## config.mk

```make
export PLATFORM = sky130hd
export DESIGN_NAME = adv7393_frame_fetch
export DESIGN_NICKNAME = d
export VERILOG_FILES = /design/src/rtl/adv7393_pkg.sv /design/src/rtl/adv7393_fetch_tracker.sv /design/src/rtl/adv7393_frame_fetch.sv
export SDC_FILE = /design/constraint.sdc
export NUM_CORES = 1
export LEC_CHECK = 0
export ABC_AREA = 1
export BUFFER_PORTS_ARGS = -buffer_cell sky130_fd_sc_hd__buf_2
export CAP_MARGIN = 20
export CORE_ASPECT_RATIO = 1.4
export CORE_MARGIN = 4
export CORE_UTILIZATION = 40
export CTS_CLUSTER_DIAMETER = 120
export DETAILED_ROUTE_END_ITERATION = 16
export PLACE_DENSITY = 0.77
export SLEW_MARGIN = 20
export SYNTH_ARGS = -nofsm -noshare
export SYNTH_HDL_FRONTEND = slang
export SYNTH_SLANG_ARGS = --single-unit
```

## constraint.sdc

```tcl
create_clock -name clk -period 5.2 [get_ports clk]
set_input_delay 0.52 -clock clk [delete_from_list [all_inputs] [get_ports clk]]
set_output_delay 0.52 -clock clk [all_outputs]
set_load 0.02 [all_outputs]
```

## src/rtl/adv7393_pkg.sv

```systemverilog
// adv7393_pkg: shared FSM type, AXI constants and helpers for the ADV7393 frame fetcher.
package adv7393_pkg;
  typedef enum logic [2:0] {IDLE, ARM, CHECK, ISSUE, DRAIN} fetch_state_t;
  localparam logic [1:0] AXI_BURST_INCR = 2'b01;
  localparam logic [1:0] AXI_RESP_OKAY = 2'b00;
  localparam logic [3:0] AXI_CACHE_DEFAULT = 4'b0011;
  function automatic logic [2:0] arsize_f(input int dwidth);
    return 3'($clog2(dwidth / 8));
  endfunction
endpackage

```

## src/rtl/adv7393_fetch_tracker.sv

```systemverilog
// adv7393_fetch_tracker: outstanding-burst and FIFO-reservation accounting, plus end-of-line marking.
module adv7393_fetch_tracker #(
  parameter int BURST_LEN = 16,
  parameter int MAX_OUTSTANDING = 4,
  parameter int FIFO_AW = 10
) (
  input  logic             clk,
  input  logic             reset,
  input  logic             init,
  input  logic             ar_hs,
  input  logic             beat,
  input  logic             beat_last,
  input  logic [7:0]       bursts_per_line,
  input  logic [FIFO_AW:0] fifo_space,
  output logic             can_issue,
  output logic             eol,
  output logic             empty
);
  localparam int OW = $clog2(MAX_OUTSTANDING + 1);
  localparam int RW = FIFO_AW + 1;
  logic [OW-1:0] outstanding;
  logic [RW-1:0] reserved;
  logic [7:0] done;
  // Completed bursts are counted apart from the issue side so eol follows R order.
  assign eol = beat_last && done == bursts_per_line - 8'd1;
  assign empty = outstanding == '0;
  assign can_issue = (RW+1)'(fifo_space) >= (RW+1)'(reserved) + (RW+1)'(BURST_LEN)
                     && outstanding < OW'(MAX_OUTSTANDING);
  always_ff @(posedge clk or posedge reset)
    if (reset) begin
      outstanding <= '0;
      reserved <= '0;
      done <= '0;
    end else begin
      outstanding <= outstanding + OW'(ar_hs) - OW'(beat_last);
      reserved <= reserved + (ar_hs ? RW'(BURST_LEN) : '0) - RW'(beat);
      done <= init ? '0 : !beat_last ? done : eol ? '0 : done + 8'd1;
    end
endmodule

```

## src/rtl/adv7393_frame_fetch.sv

```systemverilog
// adv7393_frame_fetch: schedules AXI4 read bursts for one video frame and forwards R beats to the pixel FIFO.
module adv7393_frame_fetch import adv7393_pkg::*; #(
  parameter int M_AXI_DWIDTH = 64,
  parameter int BURST_LEN = 16,
  parameter int MAX_OUTSTANDING = 4,
  parameter int FIFO_AW = 10
) (
  input  logic                    clk,
  input  logic                    reset,
  input  logic                    enable,
  input  logic                    frame_start,
  input  logic [31:0]             cfg_base,
  input  logic [15:0]             cfg_stride,
  input  logic [7:0]              cfg_bursts_per_line,
  input  logic [10:0]             cfg_lines,
  input  logic [FIFO_AW:0]        fifo_space,
  output logic [31:0]             m_axi_araddr,
  output logic [7:0]              m_axi_arlen,
  output logic [2:0]              m_axi_arsize,
  output logic [1:0]              m_axi_arburst,
  output logic                    m_axi_arlock,
  output logic [3:0]              m_axi_arcache,
  output logic [2:0]              m_axi_arprot,
  output logic [3:0]              m_axi_arregion,
  output logic [3:0]              m_axi_arqos,
  output logic                    m_axi_arvalid,
  input  logic                    m_axi_arready,
  input  logic [M_AXI_DWIDTH-1:0] m_axi_rdata,
  input  logic [1:0]              m_axi_rresp,
  input  logic                    m_axi_rlast,
  input  logic                    m_axi_rvalid,
  output logic                    m_axi_rready,
  output logic [M_AXI_DWIDTH-1:0] fifo_wdata,
  output logic                    fifo_we,
  output logic                    fifo_eol,
  output logic                    busy,
  output logic                    err_resp,
  output logic                    err_overrun,
  input  logic                    err_clr
);
  localparam int BURST_BYTES = BURST_LEN * M_AXI_DWIDTH / 8;
  fetch_state_t state, state_nx;
  logic [15:0] stride;
  logic [7:0] bpl, burst;
  logic [10:0] lines, line;
  logic [31:0] line_addr;
  logic ar_hs, beat, beat_last, can_issue, eol, empty, line_end, last_burst;
  assign ar_hs = m_axi_arvalid & m_axi_arready;
  assign beat = m_axi_rvalid & m_axi_rready;
  assign beat_last = beat & m_axi_rlast;
  assign line_end = burst == bpl - 8'd1;
  assign last_burst = line_end && line == lines - 11'd1;
  assign m_axi_araddr = line_addr + 32'(burst) * 32'(BURST_BYTES);
  assign m_axi_arlen = 8'(BURST_LEN - 1);
  assign m_axi_arsize = arsize_f(M_AXI_DWIDTH);
  assign m_axi_arburst = AXI_BURST_INCR;
  assign m_axi_arcache = AXI_CACHE_DEFAULT;
  assign m_axi_arlock = 1'b0;
  assign m_axi_arprot = 3'd0;
  assign m_axi_arregion = 4'd0;
  assign m_axi_arqos = 4'd0;
  always_ff @(posedge clk or posedge reset)
    if (reset) state <= IDLE;
    else state <= state_nx;
  always_comb begin
    state_nx = state;
    case (state)
      IDLE:    state_nx = frame_start && enable ? ARM : IDLE;
      ARM:     state_nx = CHECK;
      CHECK:   state_nx = !enable ? DRAIN : can_issue ? ISSUE : CHECK;
      ISSUE:   state_nx = !m_axi_arready ? ISSUE : last_burst || !enable ? DRAIN : CHECK;
      DRAIN:   state_nx = empty ? IDLE : DRAIN;
      default: state_nx = IDLE;
    endcase
  end
  always_comb begin
    m_axi_arvalid = state == ISSUE;
    busy = state != IDLE;
  end
  // Shadow copies make mid-frame cfg changes take effect only on the next frame.
  always_ff @(posedge clk or posedge reset)
    if (reset) begin
      stride <= '0;
      bpl <= '0;
      lines <= '0;
      line <= '0;
      burst <= '0;
      line_addr <= '0;
    end else if (state == ARM) begin
      stride <= cfg_stride;
      bpl <= cfg_bursts_per_line == 8'd0 ? 8'd1 : cfg_bursts_per_line;
      lines <= cfg_lines == 11'd0 ? 11'd1 : cfg_lines;
      line <= '0;
      burst <= '0;
      line_addr <= cfg_base;
    end else if (ar_hs) begin
      burst <= line_end ? 8'd0 : burst + 8'd1;
      if (line_end) begin
        line <= line + 11'd1;
        line_addr <= line_addr + 32'(stride);
      end
    end
  always_ff @(posedge clk or posedge reset)
    if (reset) begin
      m_axi_rready <= 1'b0;
      fifo_we <= 1'b0;
      fifo_eol <= 1'b0;
      fifo_wdata <= '0;
      err_resp <= 1'b0;
      err_overrun <= 1'b0;
    end else begin
      m_axi_rready <= 1'b1;
      fifo_we <= beat;
      fifo_eol <= eol;
      if (beat) fifo_wdata <= m_axi_rdata;
      err_resp <= (beat && m_axi_rresp != AXI_RESP_OKAY) || (err_resp && !err_clr);
      err_overrun <= (frame_start && state != IDLE) || (err_overrun && !err_clr);
    end
  adv7393_fetch_tracker #(
    .BURST_LEN(BURST_LEN),
    .MAX_OUTSTANDING(MAX_OUTSTANDING),
    .FIFO_AW(FIFO_AW)
  ) u_tracker (
    .clk(clk),
    .reset(reset),
    .init(state == ARM),
    .ar_hs(ar_hs),
    .beat(beat),
    .beat_last(beat_last),
    .bursts_per_line(bpl),
    .fifo_space(fifo_space),
    .can_issue(can_issue),
    .eol(eol),
    .empty(empty)
  );
endmodule

```

# Word-level counts from Yosys, hierarchy flattened
# Cells that the tools add are included.
totals:
  regBits: 180
  inputBits: 152
  out_inout_bits: 132
  word_cells: 85
classes:
  add_sub_neg: 12
  n_lt_le_gt_ge: 2
  eq_ne: 7
  muxes: 22
  n_bitwise: 3
  n_reduce_logical: 23
ops:
  columns: ["op", "n"]
  rows:
  - ["two-way mux 32 bit", 3]
  - ["two-way mux 8 bit", 7]
  - ["two-way mux 11 bit", 4]
  - ["adder 32 x 15 -> 32 bit", 1]
  - ["adder 32 x 16 -> 32 bit", 1]
  - ["adder 8 x 1 -> 8 bit, second input constant", 2]
  - ["== test 8 bit", 2]
  - ["case mux 3 bit (5 select lines)", 1]
  - ["adder 11 x 5 -> 12 bit, second input constant", 1]
  - ["greater-or-equal comparator 11 x 12 -> 1 bit", 1]
  - ["two-way mux 3 bit", 4]
  - ["adder 11 x 1 -> 11 bit, second input constant", 1]
  - ["adder 11 bit", 1]
  - ["== test 11 bit", 1]
  - ["logical NOT 11 bit", 1]
  - ["subtractor 11 x 1 -> 11 bit", 1]
  - ["subtractor 11 x 1 -> 11 bit, second input constant", 1]
  - ["logical AND 1 bit", 8]
  - ["logical NOT 8 bit", 1]
  - ["nonzero test 2 bit", 4]
  - ["subtractor 8 x 1 -> 8 bit, second input constant", 1]
  - ["== test 3 x 2 -> 1 bit, second input constant", 2]
  - ["logical NOT 3 bit", 2]
  - ["two-way mux 5 bit", 1]
  - ["11 further kinds", 17]

# Depth between registers and ports, before layout
# Gate-level depths: netlist (run 1).
depth:
  depth_word: 7
  mapped_depth: 16
  depth_no_buf: 16

# Modules after synthesis
# A second synthesis (run 1) with hierarchy kept.
unflattened:
  hier_cells: 1753
  area_unflattened_um2: 12116.6
modules_own_cells:
  columns: ["module", "instances", "cells_each", "area_per_inst_um2", "seq_area_each_um2"]
  rows:
  - ["adv7393_frame_fetch", 1, 1436, 9913.3, 3953.8]
  - ["adv7393_fetch_tracker", 1, 317, 2203.4, 550.5]

# Worst setup path before layout (run 1)
# No wires, ideal clock.
synth_timing:
  kind: "reg2out"
  startpoint: "reg burst[0]"
  endpoint: "out m_axi_araddr[31]"
  t_arrival_ns: 2.285
  t_required_ns: 4.680
  slack_ns: 2.395
  stages_incl_launch_ff: 11
  n_path_buf: 0
  cell_sequence: "dfrtp_1 -> ha_1 -> inv_1 -> fa_1 -> o211ai_1 -> nand2_1 -> o211ai_1 -> nand4_1 -> nor2_1 -> nand2_1 -> xor2_1"
synth_between:
  elab_chain_len: 1
synth_rtl:
  columns: ["element", "line", "source"]
  rows:
  - ["start: declaration", "adv7393_frame_fetch.sv:44", "logic [7:0] bpl, burst;"]
  - ["start signal: assignment", "adv7393_frame_fetch.sv:97", "burst <= line_end ? 8'd0 : burst + 8'd1;"]
  - ["adder 32 x 15 -> 32 bit", "adv7393_frame_fetch.sv:53", "assign m_axi_araddr = line_addr + 32'(burst) * 32'(BURST_BYTES);"]
  - ["end: declaration", "adv7393_frame_fetch.sv:17", "output logic [31:0] m_axi_araddr,"]
# No other way between the ends.

# Worst setup path after layout (run 1)
# Same ends and word-level chain as after synthesis.

==> results of run 1 <==
[area by class of cell]
class	count	area, µm²	area share [%]
antenna	1	2.50	0.0185
clock buffer	17	425	3.14
inverter	151	571	4.21
timing repair buffer	262	1360	10.0
tap	375	469	3.47
clock inverter	15	183	1.35
sequential	180	4500	33.3
multi-input combinational	1201	6030	44.5
[registers in the layout, summed over array words and instances, names as in the netlist]
name and cells:
fifo_eol 1, err_resp 1, state 3, u_tracker.outstanding 3, burst 8, err_overrun 1, u_tracker.done 8, u_tracker.reserved 11
line 11, fifo_wdata 64, bpl 8, fifo_we 1, stride 16, line_addr 32, lines 11, m_axi_rready 1
[power by group through the flow]
stage | clock, mW | sequential (mW) | combinational [mW]
after CTS | 1.40 | 2.24 | 3.82
after detailed placement | 0 | 2.26 | 3.79
after global placement | 0 | 2.24 | 3.67
final | 1.36 | 2.25 | 3.80
after global routing | 1.45 | 2.32 | 4.33
after floorplan | 0 | 2.22 | 2.80
[how the worst max path moves through the flow]
stage                         endpoint                startpoint  cells past startpoint  slack, ns
floorplan           bpl[0]$_DFFE_PP0P_                     reset                      1       2.37
global placement      m_axi_araddr[31]  line_addr[7]$_DFFE_PP0P_                     11       2.06
detailed placement    m_axi_araddr[31]      burst[0]$_DFFE_PP0P_                     11       2.01
CTS                   m_axi_araddr[31]      burst[0]$_DFFE_PP0P_                     11       1.51
global route          m_axi_araddr[31]      burst[0]$_DFFE_PP0P_                     11       1.26
finish                m_axi_araddr[31]      burst[0]$_DFFE_PP0P_                     11       1.55
[routing by layer]
metal	part of all wire, %	track usage, %	routed length, µm
met4	3.4	8.79	1100
met2	50	36.4	16100
met3	7.3	4.44	2340
met5	0.11	0	34
met1	39	24.0	12300
[cell usage in the layout, fill, tap and decap left out, types with 3 or more instances in the layout]
master,n
nand3_1,90
o21ai_0,82
xor2_1,59
a21boi_0,3
inv_6,5
ha_1,59
buf_2,254
nor2_1,90
nor2_2,3
buf_4,6
inv_1,146
conb_1,30
fa_1,4
or2_2,4
nand4_1,20
a21o_1,3
a21oi_1,44
a31oi_1,3
nor2_4,3
nor4_1,9
clkbuf_16,17
nand2_1,626
inv_8,4
dfrtp_1,180
o22ai_1,4
nor3_1,27
xnor2_1,17
[synth_stat cells, types with 4 or more instances]
library cell  count
ha_1             59
a21oi_1          44
buf_4            36
inv_1           149
buf_6             5
dfrtp_1         180
or2_2             4
nor2_1           90
buf_2            10
nor4_1            9
nand3_1          90
nand4_1          20
clkbuf_1         25
nand2_1         627
o22ai_1           4
nor3_1           28
xor2_1           59
xnor2_1          17
o21ai_0          82
fa_1              4
[per-stage QoR]
stage                     power [mW]  std cells  cell area (µm²)  setup slack [ns]  hold WS [ns]
after CTS                       7.46       2201            13500              1.51         0.236
after detailed placement        6.05       2169            12900              2.01         0.459
after global placement          5.92       2169            12900              2.06         0.456
after global routing            8.09       2202            13500              1.26         0.249
final                           7.41       2202            13500              1.55         0.191
after floorplan                 5.03       1608            11600              2.37         0.446
[cell families after synthesis]
kind of cell / count (synthesis) / share of synthesized area (%)
and+or+nand+nor: 881 / 31.5
buffers and inverters: 227 / 9.06
other: 2 / 0.0656
DFF: 180 / 39.3
adders and majority gates: 63 / 7.15
AOI/OAI and AO/OA: 151 / 7.08
xor gates and xnor gates: 76 / 5.81
[worst register-to-register path: cells and delay by family, from the launching register on]
family                     cells  cell delay (ns)
DFF                            1             0.37
xor gates and xnor gates       1             0.14
adders and majority gates      2             0.64
AOI/OAI and AO/OA              1             0.47
and+or+nand+nor                9             0.90
buffers and inverters          2             0.19
==> metrics.txt, run 1 <==
status=completed; fmax=274 MHz; Crit. End Element=output pin; Worst R2R Start=line_addr[0]$_DFFE_PP0P_; Flop pwr share=30.4%; Req. time, crit path=4.68 ns; synth top area cells=dfrtp_1, nand2_1, ha_1; Initial Utilization=40.4%; Critical Path Start Type=flop; slowest stage delay, CP=0.41 ns; Mapped Area=11500 µm²; GRT overflow=0; # DRC=0; Post-DRT Antenna Nets=0; Hold Crit Class=in2async; CTS tree=yes; Clock Path Buffers=2; routed len/inst=14.5 µm; Arr. time, crit path=3.13 ns; most used flip-flop cell after synthesis=dfrtp_1; DRT Pass-1 Iters=5; Least-Margin Pin Slew=1.19 ns; row count=73; P_sw=3.49 mW; RSZ-0062 raised after global routing=false; Synth top area share=39.3%; area of the die=31400 µm²; Final Cycle Share=70.3%; insertion delay to the later sink of the worst-skew pair=0.45 ns; I/O pin total=284; Seq cells post-synth=180; core area=28300 µm²; initial antenna violation count=4; Reg2Reg Capture Point=line_addr[20]$_DFFE_PP0P_; largest delay contributor family on the critical path=simple AND/OR/NAND/NOR gates; clock share of power=18.3%; Mapped Avg Cell Area=7.25 µm²; H-tree depth=4; fin util=47.8%; Overall Global Routing Usage=20.7%; PortBufs=254; Fillers=2793; fin nets=2028; final hold violations=0; post-synthesis cell count=1580; Comb power frac=51.3%; leakage power=7.41 nW; Clock Tree Root=clkbuf_16; Async SR Flop Fraction=100%; Setup Fix Bufs, Post-CTS=0; Int Pwr=3.92 mW; Slowest cell on crit path=fa_1; Cell variety after synth=43; routability cong.=0.917; Post-synth EDFFs=0; Buf/Inv on CP=2; Setup TNS=0 ns; r2r setup slk=2.39 ns; first-pass GRT wire length=52400 µm; drt via density=4.91; DRT iter0 DRCs=588; crit-path cells=ha_1 > inv_1 > fa_1 > o211ai_1 > nand2_1 > o211ai_1 > nand4_1 > nor2_1 > nand2_1 > xor2_1 > buf_2; Tmin final=3.65 ns; worst clock skew=0.0141 ns; Max-Cap Viols=0; Clock Sinks=180; Horiz. Die Dim=151 µm; hold-fix buffers at CTS=0; HPWL Detailed=24500 µm; switching share of total power=47.1%; leading area contributor after synthesis=dfrtp_1; Clock transition at path regs=0.07 ns; Crit Path Max Fanout=4; worst r2r path cells=15; Slew HR=20.9%; final slew viol count=0; Pwr per Cell Area=547 nW/µm²; Setup-failing EPs final=0; largest net degree at the start of global routing=181; Detailed Route WL=31900 µm; VDD IR max=0.355 mV; synthesis warning total=0; synth-to-layout area growth=18.2%; via count=10.8k; Seq/Total Area, Yosys=39.3%; critical path class=reg2out; post_cts resized=0; die height=208 µm; vias in the first global route=10.7k; layout cell share with drive strength beyond 1=17.1%; cts bufs inserted=17
No activity file was read; power rests on OpenSTA's default activity.
==> inputs of run 2 (changes only) <==
Settings changed: PLACE_DENSITY 0.77 to 0.75.
Clock period 5.2 ns to 3.7 ns, I/O delays scaled along.
==> run 2 against run 1 <==
Via count up 0.89%. Core utilization decreased by 0.066 points. Design area decreased by 0.14%. Register-to-register slack worse by 1.4 ns. Clock skew decreased by 0.0066 ns. Sequential share of layout area barely moved. Final cell count hardly changed. Power increased by 39%. Count of clock-buffer cells in the layout is 1 higher. Clock power increased by 32%. Wire length is 1.3% higher. Largest cell class unchanged. Highest routed layer unchanged.
==> metrics.txt, run 2 (synthesis gave the netlist of run 1 again) <==
status=completed; final slew viol count=0; Worst R2R Start=line_addr[0]$_DFFE_PP0P_; Slew HR=46.3%; I/O pin total=284; Clock Path Buffers=2; Reg2Reg Capture Point=line_addr[20]$_DFFE_PP0P_; Crit Path Max Fanout=3; commonest cells after routing, fill and taps aside=nand2_1, buf_2, dfrtp_1, inv_1, nand3_1; Buf/Inv on CP=2; ant diodes=0; PortBufs=254; Final Hold Slack=0.0638 ns; Setup TNS=0 ns; Clock transition at path regs=0.07 ns; Critical Path Start Type=flop; Final Cycle Share=93.1%; Clock Tree Root=clkbuf_16; synth-to-layout area growth=18.1%; Post-DRT Antenna Nets=0; Req. time, crit path=3.33 ns; worst r2r path cells=15; register with the most flip-flops=fifo_wdata; leakage power=7.39 nW; Largest register FFs=64; top flop regs=fifo_wdata: 64 flops, line_addr: 32 flops, stride: 16 flops; Clock Sinks=180; critical path class=reg2out; Setup-failing EPs final=0; Overall Global Routing Usage=20.7%; worst clock skew=0.00750 ns; Max-Cap Viols=0; vias in the first global route=10.8k; area of the die=31400 µm²; DRT iter0 DRCs=500; Detailed Route WL=32300 µm; via count=10.9k; insertion delay to the later sink of the worst-skew pair=0.44 ns; r2r setup slk=0.97 ns; Arr. time, crit path=3.07 ns; VDD IR max=0.387 mV; largest net degree at the start of global routing=100; row count=73; HPWL Detailed=25000 µm; Initial Utilization=40.4%; first-pass GRT wire length=52100 µm; fmax=290 MHz; core area=28300 µm²; final hold violations=0; initial antenna violation count=4; Crit. End Element=output pin; CTS tree=yes; DRT Pass-1 Iters=5; cts bufs inserted=17; Least-Margin Pin Slew=0.803 ns; total power=10.3 mW; fin nets=2028; routed len/inst=14.7 µm; Hold Crit Class=in2async; largest delay contributor family on the critical path=simple AND/OR/NAND/NOR gates; # DRC=0; Tmin final=3.44 ns; layout cell share with drive strength beyond 1=17.1%; GRT overflow=0; commonest non-fill, non-tap cell in the layout=nand2_1; Horiz. Die Dim=151 µm; drt via density=4.96; crit-path cells=ha_1 > inv_1 > fa_1 > o211ai_1 > nand2_1 > o211ai_1 > nand4_1 > nor2_2 > nand2_1 > xor2_1 > buf_2; die height=208 µm; Pwr per Cell Area=761 nW/µm²; H-tree depth=4; Slowest cell on crit path=fa_1; slowest stage delay, CP=0.41 ns; routability cong.=0.928; RSZ-0062 raised after global routing=false
==> run 2: changes by cell type in the layout (fill, tap and decap cells not counted), sizes merged <==
cell / change
bufinv: -2
inv: -2
clkbuf: +1
clkinv: +1
clkinvlp: +1
diode: -1
==> run 2: power breakdown <==
part,internal [mW],switching [mW],leakage [nW]
clock network,0.896,0.890,0.272
logic,1.91,3.43,4.88
registers,2.57,0.586,2.24
==> run 2: how the worst max path moves through the flow <==
stage / start / endpoint / slack [ns] / cells after the start
6_report: line_addr[7]$_DFFE_PP0P_ / m_axi_araddr[27] / 0.26 / 11
4_1_cts: line_addr[7]$_DFFE_PP0P_ / m_axi_araddr[27] / 0.13 / 11
3_3_place_gp: burst[0]$_DFFE_PP0P_ / m_axi_araddr[31] / 0.73 / 11
3_5_place_dp: line_addr[7]$_DFFE_PP0P_ / m_axi_araddr[27] / 0.62 / 11
5_1_grt: burst[0]$_DFFE_PP0P_ / m_axi_araddr[27] / 0.01 / 11
2_1_floorplan: reset / bpl[0]$_DFFE_PP0P_ / 1.02 / 1
==> run 2: timing repair <==
item	CTS	global route
resized for setup	0	1
buffers inserted	0	1
setup endpoints to repair	0	3
hold buffers	0	0
==> run 2: worst reg2reg max path, delay by kind of cell (launching register included) <==
kind / cells / cell delay (ns)
DFF: 1 / 0.37
AOI/OAI and AO/OA: 1 / 0.38
and+or+nand+nor: 9 / 0.94
buffers and inverters: 2 / 0.18
adders and majority gates: 2 / 0.62
xor gates and xnor gates: 1 / 0.15
==> run 2: layout make-up <==
type	count	area [µm²]
fillers	2814	14800
multi-input cells	1201	6030
flip-flops and latches	180	4500
repair buffers	262	1380
inverters	151	571
well taps	375	469
clock buffers	18	429
clock inverters	13	141
==> run 2: layer usage <==
layer | up-vias | part of all wire (%) | track usage, %
met3 | 78 | 7.6 | 4.53
met1 | 4974 | 38 | 23.1
met5 | - | 0.15 | 0
li1 | 5399 | - | -
met4 | 8 | 3.8 | 9.42
met2 | 443 | 51 | 37.0
==> run 2: through the flow <==
| stage | std cells | area, µm² | setup WS (ns) | utilization [%] |
|---|---|---|---|---|
| after floorplan | 1608 | 11600 | 1.02 | - |
| after global placement | 2168 | 12900 | 0.733 | 45.7 |
| after detailed placement | 2168 | 12900 | 0.621 | 45.7 |
| after CTS | 2199 | 13500 | 0.129 | 47.7 |
| after global routing | 2200 | 13500 | 0.0128 | 47.8 |
| final | 2200 | 13500 | 0.255 | 47.8 |
